**src/rtl/dice_bram_pkg.sv**
```systemverilog
// Shared types and constants for the DIC BRAM port arbiter.
package dice_bram_pkg;

    typedef enum logic [1:0] {
        WAIT_FULL = 2'd0,
        ARB       = 2'd1,
        DRAIN     = 2'd2
    } arb_state_t;

    localparam logic        REQ_GRAD      = 1'b0;
    localparam logic        REQ_GAMMA     = 1'b1;
    localparam logic [31:0] BRAM_FULL_VAL = 32'd1;
    localparam int          BYTE_SHIFT    = 2;

endpackage

```
**src/rtl/bram_rd_tag_pipe.sv**
```systemverilog
// Read-tag delay line: follows each BRAM read so its data can be steered back
// to the requester that issued it.
module bram_rd_tag_pipe #(
    parameter int RD_LAT = 2
) (
    input  logic clock,
    input  logic reset_n,
    input  logic push_valid,
    input  logic push_id,
    output logic pop_valid,
    output logic pop_id,
    output logic empty
);

    logic [RD_LAT-1:0] vld;
    logic [RD_LAT-1:0] id;

    always_ff @(posedge clock or negedge reset_n) begin
        if (!reset_n) begin
            vld <= '0;
            id  <= '0;
        end else begin
            vld[0] <= push_valid;
            id[0]  <= push_id;
            for (int i = 1; i < RD_LAT; i++) begin
                vld[i] <= vld[i-1];
                id[i]  <= id[i-1];
            end
        end
    end

    assign pop_valid = vld[RD_LAT-1];
    assign pop_id    = id[RD_LAT-1];
    // A read on the BRAM port this cycle is already in flight even before it enters the line.
    assign empty     = ~push_valid & ~(|vld);

endmodule

```
**src/rtl/bram_port_arbiter.sv**
```systemverilog
// Shares one byte-addressed BRAM port between the gradient and gamma engines.
//   state     | meaning
//   WAIT_FULL | image load not complete, no traffic
//   ARB       | round-robin (or gamma-only) grants, one transfer per cycle
//   DRAIN     | load flag dropped, waiting for in-flight reads to return
module bram_port_arbiter
    import dice_bram_pkg::*;
#(
    parameter int ADDR_W = 12,
    parameter int DATA_W = 32,
    parameter int RD_LAT = 2
) (
    input  logic                  clock,
    input  logic                  reset_n,
    input  logic [31:0]           bram_full,
    input  logic                  grad_done,
    input  logic                  g_req,
    input  logic                  g_we,
    input  logic [ADDR_W-1:0]     g_addr,
    input  logic [DATA_W-1:0]     g_wdata,
    output logic                  g_gnt,
    output logic                  g_rvalid,
    input  logic                  c_req,
    input  logic                  c_we,
    input  logic [ADDR_W-1:0]     c_addr,
    input  logic [DATA_W-1:0]     c_wdata,
    output logic                  c_gnt,
    output logic                  c_rvalid,
    output logic [DATA_W-1:0]     rdata,
    output logic                  bram_en,
    output logic [DATA_W/8-1:0]   bram_we,
    output logic [31:0]           bram_addr,
    output logic [DATA_W-1:0]     bram_din,
    input  logic [DATA_W-1:0]     bram_dout,
    output logic                  busy
);

    localparam int ADDR_PAD = 32 - ADDR_W - BYTE_SHIFT;

    arb_state_t state, state_nxt;
    logic       rr_last;
    logic       issue_id;
    logic       full_ok;
    logic       g_elig;
    logic       c_elig;
    logic       gnt_any;
    logic       tag_empty;
    logic       pop_valid;
    logic       pop_id;
    logic       push_valid;

    logic [ADDR_W-1:0] sel_addr;
    logic [DATA_W-1:0] sel_wdata;
    logic              sel_we;

    assign full_ok = (bram_full == BRAM_FULL_VAL);
    assign g_elig  = g_req & ~grad_done;
    assign c_elig  = c_req;

    always_ff @(posedge clock or negedge reset_n) begin
        if (!reset_n) begin
            state <= WAIT_FULL;
        end else begin
            state <= state_nxt;
        end
    end

    always_comb begin
        state_nxt = state;
        g_gnt     = 1'b0;
        c_gnt     = 1'b0;
        case (state)
            WAIT_FULL: begin
                if (full_ok) state_nxt = ARB;
            end
            ARB: begin
                if (!full_ok) begin
                    state_nxt = DRAIN;
                end else if (g_elig && c_elig) begin
                    // Tie goes to whoever was not served last.
                    if (rr_last == REQ_GRAD) c_gnt = 1'b1;
                    else                     g_gnt = 1'b1;
                end else if (g_elig) begin
                    g_gnt = 1'b1;
                end else if (c_elig) begin
                    c_gnt = 1'b1;
                end
            end
            DRAIN: begin
                if (tag_empty) state_nxt = WAIT_FULL;
            end
            default: state_nxt = WAIT_FULL;
        endcase
    end

    assign gnt_any   = g_gnt | c_gnt;
    assign sel_addr  = c_gnt ? c_addr  : g_addr;
    assign sel_wdata = c_gnt ? c_wdata : g_wdata;
    assign sel_we    = c_gnt ? c_we    : g_we;

    always_ff @(posedge clock or negedge reset_n) begin
        if (!reset_n) begin
            bram_en   <= 1'b0;
            bram_we   <= '0;
            bram_addr <= '0;
            bram_din  <= '0;
            issue_id  <= REQ_GRAD;
            rr_last   <= REQ_GAMMA;
        end else begin
            bram_en <= gnt_any;
            bram_we <= (gnt_any && sel_we) ? '1 : '0;
            if (gnt_any) begin
                bram_addr <= {{ADDR_PAD{1'b0}}, sel_addr, {BYTE_SHIFT{1'b0}}};
                bram_din  <= sel_wdata;
                issue_id  <= c_gnt ? REQ_GAMMA : REQ_GRAD;
                rr_last   <= c_gnt ? REQ_GAMMA : REQ_GRAD;
            end
        end
    end

    assign push_valid = bram_en & ~(|bram_we);

    bram_rd_tag_pipe #(
        .RD_LAT (RD_LAT)
    ) u_tag_pipe (
        .clock      (clock),
        .reset_n    (reset_n),
        .push_valid (push_valid),
        .push_id    (issue_id),
        .pop_valid  (pop_valid),
        .pop_id     (pop_id),
        .empty      (tag_empty)
    );

    assign g_rvalid = pop_valid & (pop_id == REQ_GRAD);
    assign c_rvalid = pop_valid & (pop_id == REQ_GAMMA);
    assign rdata    = bram_dout;
    assign busy     = gnt_any | ~tag_empty;

endmodule

```
**config.mk**
```make
export PLATFORM = sky130hd
export DESIGN_NAME = bram_port_arbiter
export DESIGN_NICKNAME = d
export VERILOG_FILES = /design/src/rtl/dice_bram_pkg.sv /design/src/rtl/bram_rd_tag_pipe.sv /design/src/rtl/bram_port_arbiter.sv
export SDC_FILE = /design/constraint.sdc
export NUM_CORES = 1
export LEC_CHECK = 0
export CORE_AREA = 2 2 102 104
export CTS_CLUSTER_SIZE = 20
export DETAILED_ROUTE_END_ITERATION = 8
export DIE_AREA = 0 0 104 106
export PLACE_DENSITY = 0.9
export SLEW_MARGIN = 20
export SYNTH_ARGS = -nofsm -noshare
export SYNTH_HDL_FRONTEND = slang
export SYNTH_SLANG_ARGS = --single-unit
```
**constraint.sdc**
```tcl
create_clock -name clock -period 4.2 [get_ports clock]
set_clock_uncertainty 0.15 [all_clocks]
set_input_delay 0.84 -clock clock [delete_from_list [all_inputs] [get_ports clock]]
set_output_delay 0.84 -clock clock [all_outputs]
set_load 0.02 [all_outputs]
```
==> results.yml, run 1 <==
run_status:
  outcome: "completed"
clocking:
  root_buffer: "clkbuf_8"
  cts_htree_levels: 2
  cts_buffers: 5
  cts_setup_buffers: 0
  path_clk_slew_ns: 0.10
  clockBufferDepth: 2
  clk_latency_ns: 0.30
  cts_tree: "built"
  cts.sinks: 54
power_and_ir_drop:
  p_int_uw: 900
  p_total_mw: 1.14
  power_frac_clock_pct: 36.1
  leakagePower_nw: 2.15
  power_switching_uw: 245
  p_comb_share_pct: 18.6
  power_density_nw_per_um2: 227
  switching_share_pct: 21.4
  peakVddDrop_mv: 0.182
  seqPwrFrac_pct: 45.4
logic_synthesis:
  syn-cell-area_sq_um: 3290
  avgSynthCellArea_sq_um: 13.5
  synthFlopType: "dfrtp_1"
  ys_warn_count: 0
  ys_seq_area_share_pct: 41.1
  synthArstFlopShare_pct: 100
  ys_ff_latch: 54
  synth-edff-count: 0
  synth_cell_types: 30
  synthCells: 244
finish:
  area_growth_pct: 53.1
  regArea_sq_um: 1350
  final_util_pct: 50.4
  multi_input_area_sq_um: 1530
  layout_commonest_cell: "clkdlybuf4s50_1"
  antennaDiodeCount: 0
  nFillCells: 879
  design_area_sq_um: 5040
  drive_above_1_share_pct: 30.4
  final_cell_mix: "clkdlybuf4s50_1, dfrtp_1, mux2_2"
  final_cells: 528
  fin_nets: 550
setup_path:
  ff2ff_path_depth: 4
  required_ns: 3.21
  arrival_ns: 3.02
  rrSetupSlack_ns: 1.86
  critPathMaxFanout: 4
  start_kind: "primary input"
  r2r-end: "bram_addr[10]$_DFFE_PN0P_"
  crit_type: "in2out"
  reg2reg_from: "state[1]$_DFFE_PN0P_"
  endpoint_kind: "output pin"
sta:
  period_needed_ns: 4.01
  slew_viol_final: 0
  setup_viol: 0
  rsz0062_at_grt: "no"
  holdWs_ns: 0.219
  slew_headroom_pct: 46.6
  finalHoldViolCount: 0
  setup_ws_ns: 0.185
  tns_ns: 0
  worst_pin_slew_ns: 0.800
  max_freq_mhz: 249
  final.period_utilization_pct: 95.6
floorplanning:
  coreArea_sq_um: 10000
  start_util_pct: 32.9
  rows: 37
  dieArea_sq_um: 11000
  pin_count: 265
  die_h_um: 106
  fp.dieW_um: 104
route:
  first_pass_iters: 5
  vias: 2317
  vias_per_cell: 4.39
  route.detailed.wl_per_inst_um: 14.9
  ant_nets: 0
  initialDrtViolationCount: 51
  routed_wl_um: 7860
  drc: 0
global_routing:
  grt_pass1_vias: 2581
  antenna_found_initial: 0
  grt_overflow_total: 0
  grt_pass1_wl_um: 12800
  grt_max_degree: 55
  grt_use_total_pct: 14.3
placement:
  dp.cells: 520
  place.gp.congestion: 0.741
  io_buffers: 180
  dp_hpwl_um: 6030
  post-place-ws_ns: 0.0174
  dpl_cell_area_sq_um: 4900
min_path:
  min_to: "u_tag_pipe.id[1]$_DFF_PN0_"
  holdCritPathClass: "reg2reg"
  min_path_cells: 0
  worstHoldStart: "u_tag_pipe.id[0]$_DFF_PN0_"
job:
  cap_violations: 0
==> how the worst max path moves through the flow <==
stage	start	to	slack, ns
floorplan	bram_full[22]	g_gnt	0.81
global placement	bram_full[30]	g_gnt	0.09
detailed placement	bram_full[14]	g_gnt	0.02
CTS	bram_full[14]	c_gnt	0.18
global route	bram_full[14]	busy	0.11
finish	bram_full[14]	c_gnt	0.19
==> power groups by stage <==
stage | Combinational [mW] | Clock, mW | Sequential, mW
final | 0.213 | 0.413 | 0.520
after detailed placement | 0.214 | 0 | 0.530
after global placement | 0.208 | 0 | 0.530
after CTS | 0.215 | 0.428 | 0.520
after global routing | 0.228 | 0.448 | 0.520
after floorplan | 0.131 | 0 | 0.530
==> sequential cells by signal, indices dropped and copies added, names as in the netlist <==
register        cells
bram_din           32
bram_addr          12
state               2
u_tag_pipe.id       2
u_tag_pipe.vld      2
bram_en             1
bram_we             1
issue_id            1
rr_last             1
==> layout make-up <==
class	instances	share of cell area (%)
multi-input cells	143	30.4
well taps	136	3.38
inverters	1	0.0745
flip-flops and latches	54	26.8
clock buffers	5	1.37
clock inverters	3	1.37
repair buffers	186	36.5
==> critical path, cell delays in order <==
cell and delay, ns:
clkdlybuf4s50_1 0.45, nor4_2 0.35, nand4_2 0.15, or3_2 0.51
nor2_1 0.11, clkdlybuf4s50_1 0.62
==> metal layers <==
layer | vias to the layer above | part of all wire (%) | GRT usage, %
li1 | 1074 | - | -
met1 | 1107 | 38 | 15.5
met2 | 120 | 54 | 26.2
met3 | 16 | 7.3 | 4.66
met4 | 0 | 1.6 | 4.83
met5 | - | 0 | 0
==> cell families (layout without fill, tap and decap cells) <==
family	after synthesis	count (layout)	share of synthesized area, %
mux	89	89	35.0
other cells	1	20	0.114
flops	54	54	41.1
simple gates	28	28	7.83
compound gates	6	6	1.18
buf+inv	66	195	14.8
==> Yosys cell counts, types with 2 or more instances <==
cell,n,area (sq um)
buf_6,4,45.0
buf_2,3,15.0
nand4_2,2,25.0
o21ai_0,2,10.0
nor2_1,3,11.3
buf_4,55,413
nor4_1,2,12.5
dfrtp_1,53,1330
nor4_2,7,87.6
nor2b_1,3,18.8
mux2_4,40,601
clkbuf_1,3,11.3
mux2_2,48,541
nand2b_1,2,12.5
o22ai_1,2,12.5
==> timing repair <==
action,CTS,global route
hold buffers,0,0
setup endpoints to repair,1,0
gates resized for setup,1,0
Note: power is estimated with default switching activity, not from simulation.
==> run 2: changes to the inputs <==
--- a/config.mk
+++ b/config.mk
@@ -10,7 +10,6 @@
 export DETAILED_ROUTE_END_ITERATION = 8
 export DIE_AREA = 0 0 104 106
 export PLACE_DENSITY = 0.9
-export SLEW_MARGIN = 20
 export SYNTH_ARGS = -nofsm -noshare
 export SYNTH_HDL_FRONTEND = slang
 export SYNTH_SLANG_ARGS = --single-unit
==> results of run 2 <==
The final DEF is identical to that of run 1; final timing and power are the same.
==> run 3: changes to the inputs <==
--- a/config.mk
+++ b/config.mk
@@ -5,11 +5,12 @@
 export SDC_FILE = /design/constraint.sdc
 export NUM_CORES = 1
 export LEC_CHECK = 0
-export CORE_AREA = 2 2 102 104
+export CORE_AREA = 2 2 103 105
 export CTS_CLUSTER_SIZE = 20
 export DETAILED_ROUTE_END_ITERATION = 8
-export DIE_AREA = 0 0 104 106
-export PLACE_DENSITY = 0.9
+export DIE_AREA = 0 0 105 107
+export DONT_BUFFER_PORTS = 1
+export PLACE_DENSITY = 0.55
 export SYNTH_ARGS = -nofsm -noshare
 export SYNTH_HDL_FRONTEND = slang
 export SYNTH_SLANG_ARGS = --single-unit
==> run 3 against run 2 <==
  * Sequential power is essentially flat
  * Combinational power shrank 63%
  * Total power shrank 18%
  * Design area shrank 37%
  * First-iteration DRC count shrank 73%
  * Wire length shrank 24%
  * Global-route usage shrank 4.3 points
  * Non-clock buffer count shrank 183
  * Critical path type unchanged
  * Critical endpoint is now g_gnt
  * Largest cell class is now multi-input gates
==> results.yml, run 3 (same netlist as run 1, synthesis figures left out) <==
run_status:
  outcome: "completed"
setup_path:
  required_ns: 3.21
  endpoint_kind: "output pin"
  start_kind: "primary input"
  arrival_ns: 2.32
  critPathMaxFanout: 6
  crit_type: "in2out"
clocking:
  clockBufferDepth: 2
  cts_buffers: 5
  cts.sinks: 54
  ctsResizeCount: 0
  clk_latency_ns: 0.29
  cts_setup_buffers: 0
  cts_htree_levels: 2
  cts_tree: "built"
  root_buffer: "clkbuf_8"
  path_clk_slew_ns: 0.10
  ctsHoldBuffers: 0
power_and_ir_drop:
  p_comb_share_pct: 8.5
  power_frac_clock_pct: 36.0
  power_density_nw_per_um2: 294
  switching_share_pct: 21.2
  power_switching_uw: 198
  seqPwrFrac_pct: 55.5
  leakagePower_nw: 1.44
  peakVddDrop_mv: 0.186
  p_int_uw: 738
finish:
  nFillCells: 1025
  final_cells: 345
  fin_nets: 367
  regMostFlops: "bram_din"
  area_growth_pct: -3.12
  antennaDiodeCount: 0
  final_cell_mix: "dfrtp_1, mux2_2, mux2_4"
  reg_top3: "bram_din x32, bram_addr x12"
  layout_commonest_cell: "dfrtp_1"
  design_area_sq_um: 3190
  largest_reg_flops: 32
  drive_above_1_share_pct: 54.1
sta:
  max_freq_mhz: 302
  setup_viol: 0
  final.period_utilization_pct: 78.9
  setup_ws_ns: 0.886
  slew_headroom_pct: 46.0
  finalHoldViolCount: 0
  period_needed_ns: 3.31
  worst_pin_slew_ns: 0.811
  rsz0062_at_grt: "no"
  tns_ns: 0
  slew_viol_final: 0
route:
  first_pass_iters: 4
  route.detailed.wl_per_inst_um: 17.3
  ant_nets: 0
  initialDrtViolationCount: 14
  vias_per_cell: 4.81
  vias: 1659
  drc: 0
  routed_wl_um: 5970
global_routing:
  grt_overflow_total: 0
  grt_use_total_pct: 10.0
  antenna_found_initial: 0
  grt_pass1_vias: 1687
  grt_pass1_wl_um: 8870
  grt_max_degree: 55
floorplanning:
  rows: 37
  start_util_pct: 32.6
  coreArea_sq_um: 10100
  pin_count: 265
  dieArea_sq_um: 11200
  die_h_um: 107
  fp.dieW_um: 105
placement:
  dpl_cell_area_sq_um: 3080
  dp.cells: 337
  io_buffers: 0
  dp_hpwl_um: 4400
  place.gp.congestion: 0.683
  post-place-ws_ns: 0.862
min_path:
  holdCritPathClass: "in2async"
job:
  cap_violations: 0
==> run 3: path summary, 6_finish.rpt <==
| kind | start | to | slack, ns | depth (start not counted) |
|---|---|---|---|---|
| max in group asynchronous | reset_n | rr_last$_DFFE_PN1P_ | 3.63 | 0 |
| worst min-delay path | reset_n | bram_din[12]$_DFFE_PN0P_ | 0.07 | 0 |
| min in group clock | u_tag_pipe.id[0]$_DFF_PN0_ | u_tag_pipe.id[1]$_DFF_PN0_ | 0.22 | 0 |
| worst min register to register | u_tag_pipe.id[0]$_DFF_PN0_ | u_tag_pipe.id[1]$_DFF_PN0_ | 0.22 | 0 |
| worst max register to register | state[1]$_DFFE_PN0P_ | bram_addr[12]$_DFFE_PN0P_ | 1.81 | 4 |
| worst max-delay path | bram_full[22] | g_gnt | 0.89 | 5 |
==> run 3: final cells by class <==
class	count	area [sq um]	area share, %
Inverter	1	3.75	0.118
Timing Repair Buffer	3	22.5	0.706
Sequential cell	54	1350	42.4
Clock inverter	1	30.0	0.942
Clock buffer	7	76.3	2.39
Multi-Input combinational cell	143	1530	48.1
Tap cell	136	170	5.34
==> run 3: worst max-delay path: stages <==
cell and delay (ns):
nor4_2 0.28, nand4_2 0.23, or3_2 0.57, nor3b_1 0.22
buf_4 0.18
==> run 3: power groups by stage <==
| stage | Combinational, mW | Sequential (mW) | Clock (mW) |
|---|---|---|---|
| floorplan | 0.131 | 0.530 | 0 |
| global placement | 0.0789 | 0.530 | 0 |
| detailed placement | 0.0802 | 0.530 | 0 |
| CTS | 0.0805 | 0.520 | 0.360 |
| global route | 0.0869 | 0.520 | 0.379 |
| finish | 0.0796 | 0.520 | 0.337 |
==> run 3: stage by stage <==
step | util (%) | total power [mW] | hold slack (ns)
3_3_place_gp | 30.5 | 0.609 | 0.204
4_1_cts | 31.6 | 0.960 | 0.0549
6_report | 31.6 | 0.937 | 0.0748
5_1_grt | 31.6 | 0.985 | 0.0432
2_1_floorplan | - | 0.661 | 0.181
3_5_place_dp | 30.5 | 0.610 | 0.201
==> run 3: metal layers <==
metal	GRT usage [%]	part of all wire, %
met3	3.95	10
met5	0	0
met4	3.90	1.7
met2	16.9	50
met1	11.4	37
